===== src/rtl/vthernet_pkg.sv =====
// Shared definitions for the RX frame reader: FSM state encoding and default
// pipeline/buffer sizing.
package vthernet_pkg;

  localparam int RD_LAT_DEFAULT     = 3;
  localparam int FIFO_DEPTH_DEFAULT = 4;

  typedef enum logic [1:0] {
    ST_IDLE  = 2'd0,
    ST_READ  = 2'd1,
    ST_DRAIN = 2'd2
  } state_t;

endpackage


===== src/rtl/sync_fifo.sv =====
// Small synchronous FIFO with occupancy count and synchronous flush.
// The head entry is presented combinationally whenever the FIFO is non-empty.
module sync_fifo #(
  parameter int DEPTH = 4,
  parameter int WIDTH = 8
) (
  input  logic                         clk,
  input  logic                         rst_n,
  input  logic                         clr,
  input  logic                         push,
  input  logic [WIDTH-1:0]             push_data,
  input  logic                         pop,
  output logic [WIDTH-1:0]             head,
  output logic                         empty,
  output logic [$clog2(DEPTH+1)-1:0]   count
);

  localparam int CW = $clog2(DEPTH + 1);
  localparam int PW = (DEPTH > 1) ? $clog2(DEPTH) : 1;
  localparam logic [PW-1:0] PTR_LAST = PW'(DEPTH - 1);
  localparam logic [PW-1:0] PTR_ONE  = PW'(1);
  localparam logic [CW-1:0] CNT_ONE  = CW'(1);
  localparam logic [CW-1:0] CNT_FULL = CW'(DEPTH);

  logic [WIDTH-1:0] mem [DEPTH];
  logic [PW-1:0]    wr_ptr;
  logic [PW-1:0]    rd_ptr;
  logic             full;
  logic             do_push;
  logic             do_pop;

  function automatic logic [PW-1:0] ptr_inc(input logic [PW-1:0] p);
    return (p == PTR_LAST) ? '0 : p + PTR_ONE;
  endfunction

  assign empty   = (count == '0);
  assign full    = (count == CNT_FULL);
  assign do_pop  = pop && !empty;
  // A push into a full FIFO is only legal when the head leaves in the same cycle.
  assign do_push = push && (!full || do_pop);
  assign head    = mem[rd_ptr];

  always_ff @(posedge clk or negedge rst_n) begin
    if (!rst_n) begin
      wr_ptr <= '0;
      rd_ptr <= '0;
      count  <= '0;
    end else if (clr) begin
      wr_ptr <= '0;
      rd_ptr <= '0;
      count  <= '0;
    end else begin
      if (do_push) wr_ptr <= ptr_inc(wr_ptr);
      if (do_pop)  rd_ptr <= ptr_inc(rd_ptr);
      case ({do_push, do_pop})
        2'b10:   count <= count + CNT_ONE;
        2'b01:   count <= count - CNT_ONE;
        default: count <= count;
      endcase
    end
  end

  always_ff @(posedge clk) begin
    if (do_push && !clr) mem[wr_ptr] <= push_data;
  end

  no_overflow: assert property (@(posedge clk) disable iff (!rst_n)
    !(push && full && !pop && !clr));

endmodule


===== src/rtl/rx_frame_reader.sv =====
// Streams a frame of bytes out of a fixed-latency SRAM read port into a
// ready/valid byte stream, with credit-based read issue into a small FIFO.
//
// state    | meaning
// ST_IDLE  | waiting for start; first read is issued on the accepting edge
// ST_READ  | issuing reads while FIFO credit allows
// ST_DRAIN | all reads issued, waiting for the last byte to be accepted
module rx_frame_reader
  import vthernet_pkg::*;
#(
  parameter int ADDR_WIDTH = 10,
  parameter int DATA_WIDTH = 8,
  parameter int RD_LAT     = RD_LAT_DEFAULT,
  parameter int FIFO_DEPTH = FIFO_DEPTH_DEFAULT
) (
  input  logic                  clk,
  input  logic                  rst_n,
  input  logic                  start,
  input  logic [ADDR_WIDTH-1:0] start_addr,
  input  logic [ADDR_WIDTH:0]   frame_len,
  input  logic                  abort,
  output logic                  busy,
  output logic                  done,
  output logic                  sram_csb1,
  output logic [ADDR_WIDTH-1:0] sram_addr1,
  input  logic [DATA_WIDTH-1:0] sram_dout1,
  output logic [DATA_WIDTH-1:0] m_data,
  output logic                  m_valid,
  output logic                  m_last,
  input  logic                  m_ready
);

  localparam int CW = $clog2(FIFO_DEPTH + 1);
  localparam int SW = $clog2(FIFO_DEPTH + RD_LAT + 1);
  localparam logic [ADDR_WIDTH-1:0] ADDR_ONE = ADDR_WIDTH'(1);
  localparam logic [ADDR_WIDTH:0]   LEN_ONE  = (ADDR_WIDTH + 1)'(1);

  state_t                state;
  state_t                state_nx;
  logic [ADDR_WIDTH-1:0] rd_addr;
  logic [ADDR_WIDTH-1:0] rd_addr_nx;
  logic [ADDR_WIDTH-1:0] issue_addr;
  logic [ADDR_WIDTH:0]   rd_left;
  logic [ADDR_WIDTH:0]   rd_left_nx;
  logic [ADDR_WIDTH:0]   out_left;
  logic [RD_LAT-1:0]     vld_sr;
  logic                  issue;
  logic                  accept;
  logic                  frame_done;
  logic                  pop;
  logic                  fifo_empty;
  logic [CW-1:0]         fifo_count;
  logic [SW-1:0]         in_flight;
  logic [SW-1:0]         credit;
  logic [DATA_WIDTH-1:0] head;

  sync_fifo #(
    .DEPTH (FIFO_DEPTH),
    .WIDTH (DATA_WIDTH)
  ) u_fifo (
    .clk       (clk),
    .rst_n     (rst_n),
    .clr       (abort),
    .push      (vld_sr[RD_LAT-1]),
    .push_data (sram_dout1),
    .pop       (pop),
    .head      (head),
    .empty     (fifo_empty),
    .count     (fifo_count)
  );

  assign m_valid = !fifo_empty;
  assign m_data  = fifo_empty ? '0 : head;
  assign m_last  = !fifo_empty && (out_left == LEN_ONE);
  assign pop     = m_valid && m_ready;
  assign busy    = (state != ST_IDLE);

  always_comb begin
    in_flight = '0;
    for (int i = 0; i < RD_LAT; i++) in_flight = in_flight + SW'(vld_sr[i]);
  end

  // The byte leaving this cycle frees its slot, which keeps one read per
  // cycle flowing with a shallow FIFO while still never overfilling it.
  assign credit = SW'(fifo_count) + in_flight - SW'(pop);

  always_comb begin
    state_nx   = state;
    issue      = 1'b0;
    issue_addr = rd_addr;
    rd_addr_nx = rd_addr;
    rd_left_nx = rd_left;
    accept     = 1'b0;
    frame_done = 1'b0;
    if (abort) begin
      state_nx = ST_IDLE;
    end else begin
      case (state)
        ST_IDLE: begin
          if (start) begin
            if (frame_len == '0) begin
              frame_done = 1'b1;
            end else begin
              accept     = 1'b1;
              issue      = 1'b1;
              issue_addr = start_addr;
              rd_addr_nx = start_addr + ADDR_ONE;
              rd_left_nx = frame_len - LEN_ONE;
              state_nx   = (frame_len == LEN_ONE) ? ST_DRAIN : ST_READ;
            end
          end
        end
        ST_READ: begin
          if (int'(credit) < FIFO_DEPTH) begin
            issue      = 1'b1;
            issue_addr = rd_addr;
            rd_addr_nx = rd_addr + ADDR_ONE;
            rd_left_nx = rd_left - LEN_ONE;
            if (rd_left == LEN_ONE) state_nx = ST_DRAIN;
          end
        end
        ST_DRAIN: begin
          if (pop && out_left == LEN_ONE) begin
            frame_done = 1'b1;
            state_nx   = ST_IDLE;
          end
        end
        default: state_nx = ST_IDLE;
      endcase
    end
  end

  always_ff @(posedge clk or negedge rst_n) begin
    if (!rst_n) state <= ST_IDLE;
    else        state <= state_nx;
  end

  always_ff @(posedge clk or negedge rst_n) begin
    if (!rst_n) begin
      sram_csb1  <= 1'b1;
      sram_addr1 <= '0;
      rd_addr    <= '0;
      rd_left    <= '0;
      out_left   <= '0;
      vld_sr     <= '0;
      done       <= 1'b0;
    end else begin
      sram_csb1 <= !issue;
      if (issue) sram_addr1 <= issue_addr;
      rd_addr   <= rd_addr_nx;
      rd_left   <= rd_left_nx;
      done      <= frame_done;
      vld_sr[0] <= issue;
      for (int i = 1; i < RD_LAT; i++) vld_sr[i] <= abort ? 1'b0 : vld_sr[i-1];
      if (accept)   out_left <= frame_len;
      else if (pop) out_left <= out_left - LEN_ONE;
    end
  end

endmodule


===== config.mk =====
export PLATFORM = sky130hd
export DESIGN_NAME = rx_frame_reader
export DESIGN_NICKNAME = d
export VERILOG_FILES = /design/src/rtl/vthernet_pkg.sv /design/src/rtl/sync_fifo.sv /design/src/rtl/rx_frame_reader.sv
export SDC_FILE = /design/constraint.sdc
export NUM_CORES = 1
export LEC_CHECK = 0
export ABC_AREA = 1
export CAP_MARGIN = 5
export CORE_ASPECT_RATIO = 1.75
export CORE_MARGIN = 4
export CORE_UTILIZATION = 55
export CTS_BUF_LIST = sky130_fd_sc_hd__clkbuf_4
export DETAILED_ROUTE_END_ITERATION = 12
export GPL_TIMING_DRIVEN = 0
export PLACE_DENSITY = 0.78
export SLEW_MARGIN = 20
export SYNTH_ARGS = -nofsm -noshare
export SYNTH_HDL_FRONTEND = slang
export SYNTH_SLANG_ARGS = --single-unit

===== constraint.sdc =====
create_clock -name clk -period 6.33 [get_ports clk]
set_clock_uncertainty 0.2 [all_clocks]
set_input_delay 1.266 -clock clk [delete_from_list [all_inputs] [get_ports clk]]
set_output_delay 1.266 -clock clk [all_outputs]
set_load 0.05 [all_outputs]

* Yosys cells after proc, flatten, opt, wreduce, memory -nomap -nowiden
Memory sizes are Yosys's and may differ from the RTL's.
Index checks and enable logic that the tools add are counted.
** Operators by class
- Bitwise logic cells :: 1
- Mux-type cells :: 47
- $add $sub $neg :: 13
- $lt $le $gt $ge :: 1
- Reduce and logical (&&, ||, !) cells :: 22
- Equal/unequal tests :: 18
** Operator list (count)
- 10-bit 2-to-1 mux :: 7
- 11-bit 2-to-1 mux :: 5
- 11-bit by 1-bit == test with 1-bit output (second input constant) :: 3
- 11-bit by 1-bit subtractor with 11-bit output (second input constant) :: 3
- 2-bit 2-to-1 mux :: 13
- 11-bit one-hot mux with 2 select lines :: 1
- 10-bit by 1-bit adder with 10-bit output (second input constant) :: 2
- 10-bit one-hot mux with 2 select lines :: 1
- 3-bit != test (second input constant) :: 5
- 1-bit 2-to-1 mux :: 14
- 11-bit zero test :: 1
- 5-bit AND reduction :: 2
- 2-bit nonzero test :: 5
- 2-bit == test (second input constant) :: 4
- 8-bit 2-to-1 mux :: 1
- 1-bit logical AND :: 6
- 2-bit != test (second input constant) :: 3
- 2-bit one-hot mux with 3 select lines :: 1
- 3-bit one-hot mux with 2 select lines :: 1
- 2-bit by 1-bit adder with 2-bit output (second input constant) :: 2
- 2-bit by 1-bit == test with 1-bit output (second input constant) :: 2
- 1-bit zero test :: 4
- 1-bit one-hot mux with 2 select lines :: 2
- 2-bit by 1-bit adder with 3-bit output :: 1
- other kinds (13) :: 13
** Word-level totals
- Memories :: 1
- Output and inout bits :: 23
- Memory bits (writable) :: 32
- Logic and storage cells :: 114
- Input bits :: 34
- Flip-flop bits (word level) :: 56
** Memories
- u_fifo.mem :: depth 4, width 8, read ports 1, clocked after memory_dff 0, write ports 1, RTL line sync_fifo.sv:25 : logic [WIDTH-1:0] mem [DEPTH];

* Longest topological paths before layout
- Depth in word-level cells :: 9
- Depth in mapped cells :: 18
- Depth with buffers taken out :: 17

* Modules after synthesis
Synthesis repeated with hierarchy kept, for this count alone.
** Second synthesis, totals
- Cells, all modules :: 661
- Area, all modules :: 5203.7 um^2
** Modules (own cells, without submodules)
- rx_frame_reader :: sequential area each 1227.4 um^2, instances 1, area an instance 3498.4 um^2, cells an instance 519
- sync_fifo :: sequential area each 1136.1 um^2, instances 1, area an instance 1705.4 um^2, cells an instance 142

* Least setup slack after synthesis
OpenSTA, ideal clock, no wires.
- Path kind :: register -> output
- Start :: reg u_fifo.count[0]
- End :: out m_last
- Arrival :: 2.735 ns
- Cell stages (with the launch flop) :: 5
- Path buffers :: 0
- Slack :: 2.129 ns
- Cell sequence :: dfrtp_1 nor2_1 nand2_1 clkinv_1 nor4_1
** On the way
- Word-level cells in the longest chain between the ends :: 3
** Ends and longest elaborated chain
- start, declared :: RTL line sync_fifo.sv:15 : output logic [$clog2(DEPTH+1)-1:0] count
- start signal, assigned :: RTL line sync_fifo.sv:56 : 2'b10: count <= count + CNT_ONE;
- start signal, assigned :: RTL line sync_fifo.sv:57 : 2'b01: count <= count - CNT_ONE;
- start signal, assigned :: RTL line sync_fifo.sv:58 : default: count <= count;
- 3-bit zero test :: RTL line sync_fifo.sv:36 : assign empty = (count == '0);
- 1-bit zero test
- via m_valid :: RTL line rx_frame_reader.sv:28 : output logic m_valid,
- 1-bit logical AND :: RTL line rx_frame_reader.sv:74 : assign m_last = !fifo_empty && (out_left == LEN_ONE);
- end, declared :: RTL line rx_frame_reader.sv:29 : output logic m_last,
The timed path passes the listed nets, and every way through them passes these cells.

* Final worst setup path
- Start :: reg u_fifo.rd_ptr[1]
- End :: out m_data[5]
** On the way
- Word-level cells in the longest chain between the ends :: 2
** Ends and longest elaborated chain
- start, declared :: RTL line sync_fifo.sv:27 : logic [PW-1:0] rd_ptr;
- start signal, assigned :: RTL line sync_fifo.sv:54 : if (do_pop) rd_ptr <= ptr_inc(rd_ptr);
- memory 4 x 8 bit
- 8-bit 2-to-1 mux :: RTL line rx_frame_reader.sv:73 : assign m_data = fifo_empty ? '0 : head;
- end, declared :: RTL line rx_frame_reader.sv:27 : output logic [DATA_WIDTH-1:0] m_data,
No other way between the ends.

==> flow_metrics.tcl <==
set metrics [dict create \
    outcome "finished clean" \
    busiest_layer "met2" \
    fin_ws_ns 1.90 \
    reg2reg_depth 18 \
    core_area_um2 9090 \
    ys_ff_latch 88 \
    seq_area_frac_synth_pct 45.9 \
    wl_mm 12.5 \
    min_path_cells 2 \
    grt_pass1_vias 4462 \
    route.detailed.drc 0 \
    hold_viol_final 0 \
    area_delta_synth_final_pct 17.2 \
    period_share_pct 69.9 \
    htreeDepth 3 \
    rows 46 \
    peakVddDrop_v 0.000313 \
    yosys.area.top_type "dfrtp_1" \
    die_w_um 81.1 \
    place_inst 832 \
    layout-drive-gt1-share_pct 9.75 \
    synth_cell_type_count 42 \
    worstPathRequired_ns 4.86 \
    drt_iter0_drc 228 \
    die_h_um 136 \
    grt_pass1_wl_mm 20.2 \
    met1_usage_pct 23.7 \
    grt_start_max_net_pins 57 \
    initial_core_util_pct 56.6 \
    cts_repair_resize_count 0 \
    wl_per_cell_um 14.8 \
    hold_slack_ns 0.298 \
    max_freq_mhz 226 \
    viasPerCell 5.28 \
    layout_min_cycle_time_ns 4.43 \
    synth.most_common_cell "nand2_1" \
    io-pin-count 57 \
    end_kind "output pin" \
    fin_tns_setup_ns 0 \
    cts_tree "built" \
    yosys_warnings 0 \
    p_leak_nw 2.80 \
    n_antenna_cell 0 \
    num_vias 4477 \
    ant_nets 0 \
    clock_path_buffers 2 \
    setup_violations 0 \
    syn_area_um2 5150 \
    report.final.slew_viol_count 0 \
    min_path_type "register to register" \
    worstMarginPinSlew_ns 0.754 \
    layout.nets 774 \
    worstPathArrival_ns 2.96 \
    synthTopCellsByCount "nand2_1, nor2_1, inv_1" \
    cts_root_buf "clkbuf_4" \
    use_met2_pct 46.7 \
    clock_latency_ns 0.45 \
    grt-ovfl-total 0 \
    maxSlewHeadroom_pct 49.6 \
    gp_congestion 0.899 \
    clkTransAtPathRegs_ns 0.14 \
    synth_nets 707 \
    ys_async_sr_fraction_pct 63.6 \
    portBuffers 55 \
    cp-start-kind "register" \
    yosys_most_used_dff "dfrtp_1" \
    antenna_found_initial 0 \
    place_area_um2 5880 \
    use_met3_pct 3.32 \
    numCtsBuffers 9 \
    critical_path.max_fanout 9 \
    yosysTopAreaCellShare_pct 26.7 \
    hold_buffers 0 \
    syn_avg_cell_area_um2 7.85 \
    power_density_nw_per_um2 451 \
    synth_cells 656 \
    final_area_um2 6040 \
    clkSinkCount 88 \
    synth_edf_count 32 \
    dpl.hpwl_mm 9.80 \
    synth_area_leaders "dfrtp_1, edfxtp_1, nand2_1" \
    dr.pass1.iters 5 \
    track_usage_pct 23.6 \
    die_area_um2 11000 \
    rsz0062_at_grt "false" \
    post-cts-setup-buffer-count 0 \
    stdcell_count 848 \
    critical_path_class "register to output pin" \
    pre_cts_ws_ns 1.82 \
    drv_cap 0 \
]
[registers in the layout, indices dropped and copies added, names as in the netlist]
| signal | cells |
|---|---|
| vld_sr | 3 |
| u_fifo.count | 3 |
| sram_addr1 | 10 |
| u_fifo.rd_ptr | 2 |
| done | 1 |
| rd_left | 11 |
| sram_csb1 | 1 |
| u_fifo.mem | 32 |
| out_left | 11 |
| rd_addr | 10 |
| state | 2 |
| u_fifo.wr_ptr | 2 |
[layout by cell type (no fill, tap or decap), types with 5 or more instances in the layout]
cell	count
o21ai_2	16
nor3_1	5
ha_1	15
nand2_2	7
dfrtp_1	55
buf_2	6
clkinv_1	6
a21oi_1	15
o211ai_1	5
o21ai_0	42
clkdlybuf4s50_1	54
nand2_1	205
clkbuf_4	9
xor2_1	8
edfxtp_1	32
buf_4	5
nand3_1	34
inv_1	66
nand4_1	9
nor2_1	83
[metal layers]
| layer | part of all wire, % | up-vias |
|---|---|---|
| li1 | - | 2248 |
| met1 | 37 | 2111 |
| met2 | 58 | 98 |
| met3 | 3.1 | 20 |
| met4 | 2.2 | 0 |
| met5 | 0 | - |
[cell families (layout without fill, tap and decap cells)]
| logic type | after synthesis | after routing | share of synthesized area, % |
|---|---|---|---|
| fa+ha+maj | 17 | 17 | 4.42 |
| flops | 88 | 88 | 45.9 |
| mux | 1 | 1 | 0.194 |
| xor+xnor | 12 | 12 | 2.04 |
| simple gates | 357 | 357 | 29.0 |
| buf+inv | 92 | 164 | 7.82 |
| compound gates | 89 | 89 | 10.6 |
[metrics by stage]
stage	total power [mW]	util [%]
CTS	2.73	66.4
finish	2.72	66.4
floorplan	1.93	-
global placement	2.31	64.3
global route	2.92	66.4
detailed placement	2.37	64.6
[critical path, cell delays in order (launching register included)]
cell and delay, ns:
dfrtp_1 0.38, clkbuf_1 0.38, clkinv_1 0.43, nor2_1 0.21
o21ai_0 0.11, a21oi_1 0.18, clkdlybuf4s50_1 0.83
[final timing paths]
path,end,start,slack [ns]
max in group asynchronous,sram_csb1$_DFF_PN1_,rst_n,5.08
worst min-delay path,vld_sr[1]$_DFF_PN0_,vld_sr[0]$_DFF_PN0_,0.30
worst max register to register,rd_addr[9]$_DFFE_PN0P_,u_fifo.count[0]$_DFFE_PN0P_,2.79
min in group asynchronous,rd_left[2]$_DFFE_PN0P_,rst_n,0.57
worst min register to register,vld_sr[1]$_DFF_PN0_,vld_sr[0]$_DFF_PN0_,0.30
worst max-delay path,m_data[5],u_fifo.rd_ptr[1]$_DFFE_PN0P_,1.90
[area by class of cell]
cell class / instances / area, um2
clock inverters: 7 / 93.8
repair buffers: 56 / 576
inverters: 75 / 287
fillers: 817 / 3060
plain buffers: 17 / 116
clock buffers: 9 / 67.6
well taps: 120 / 150
flip-flops and latches: 88 / 2360
multi-input cells: 476 / 2380
[power breakdown]
| group | switching [mW] | internal (mW) | leakage (nW) | total, mW |
|---|---|---|---|---|
| Combinational | 0.996 | 0.498 | 1.72 | 1.49 |
| Sequential | 0.126 | 0.744 | 0.994 | 0.870 |
| Clock | 0.195 | 0.160 | 0.0856 | 0.356 |
Power figures use the tool's default switching activity.
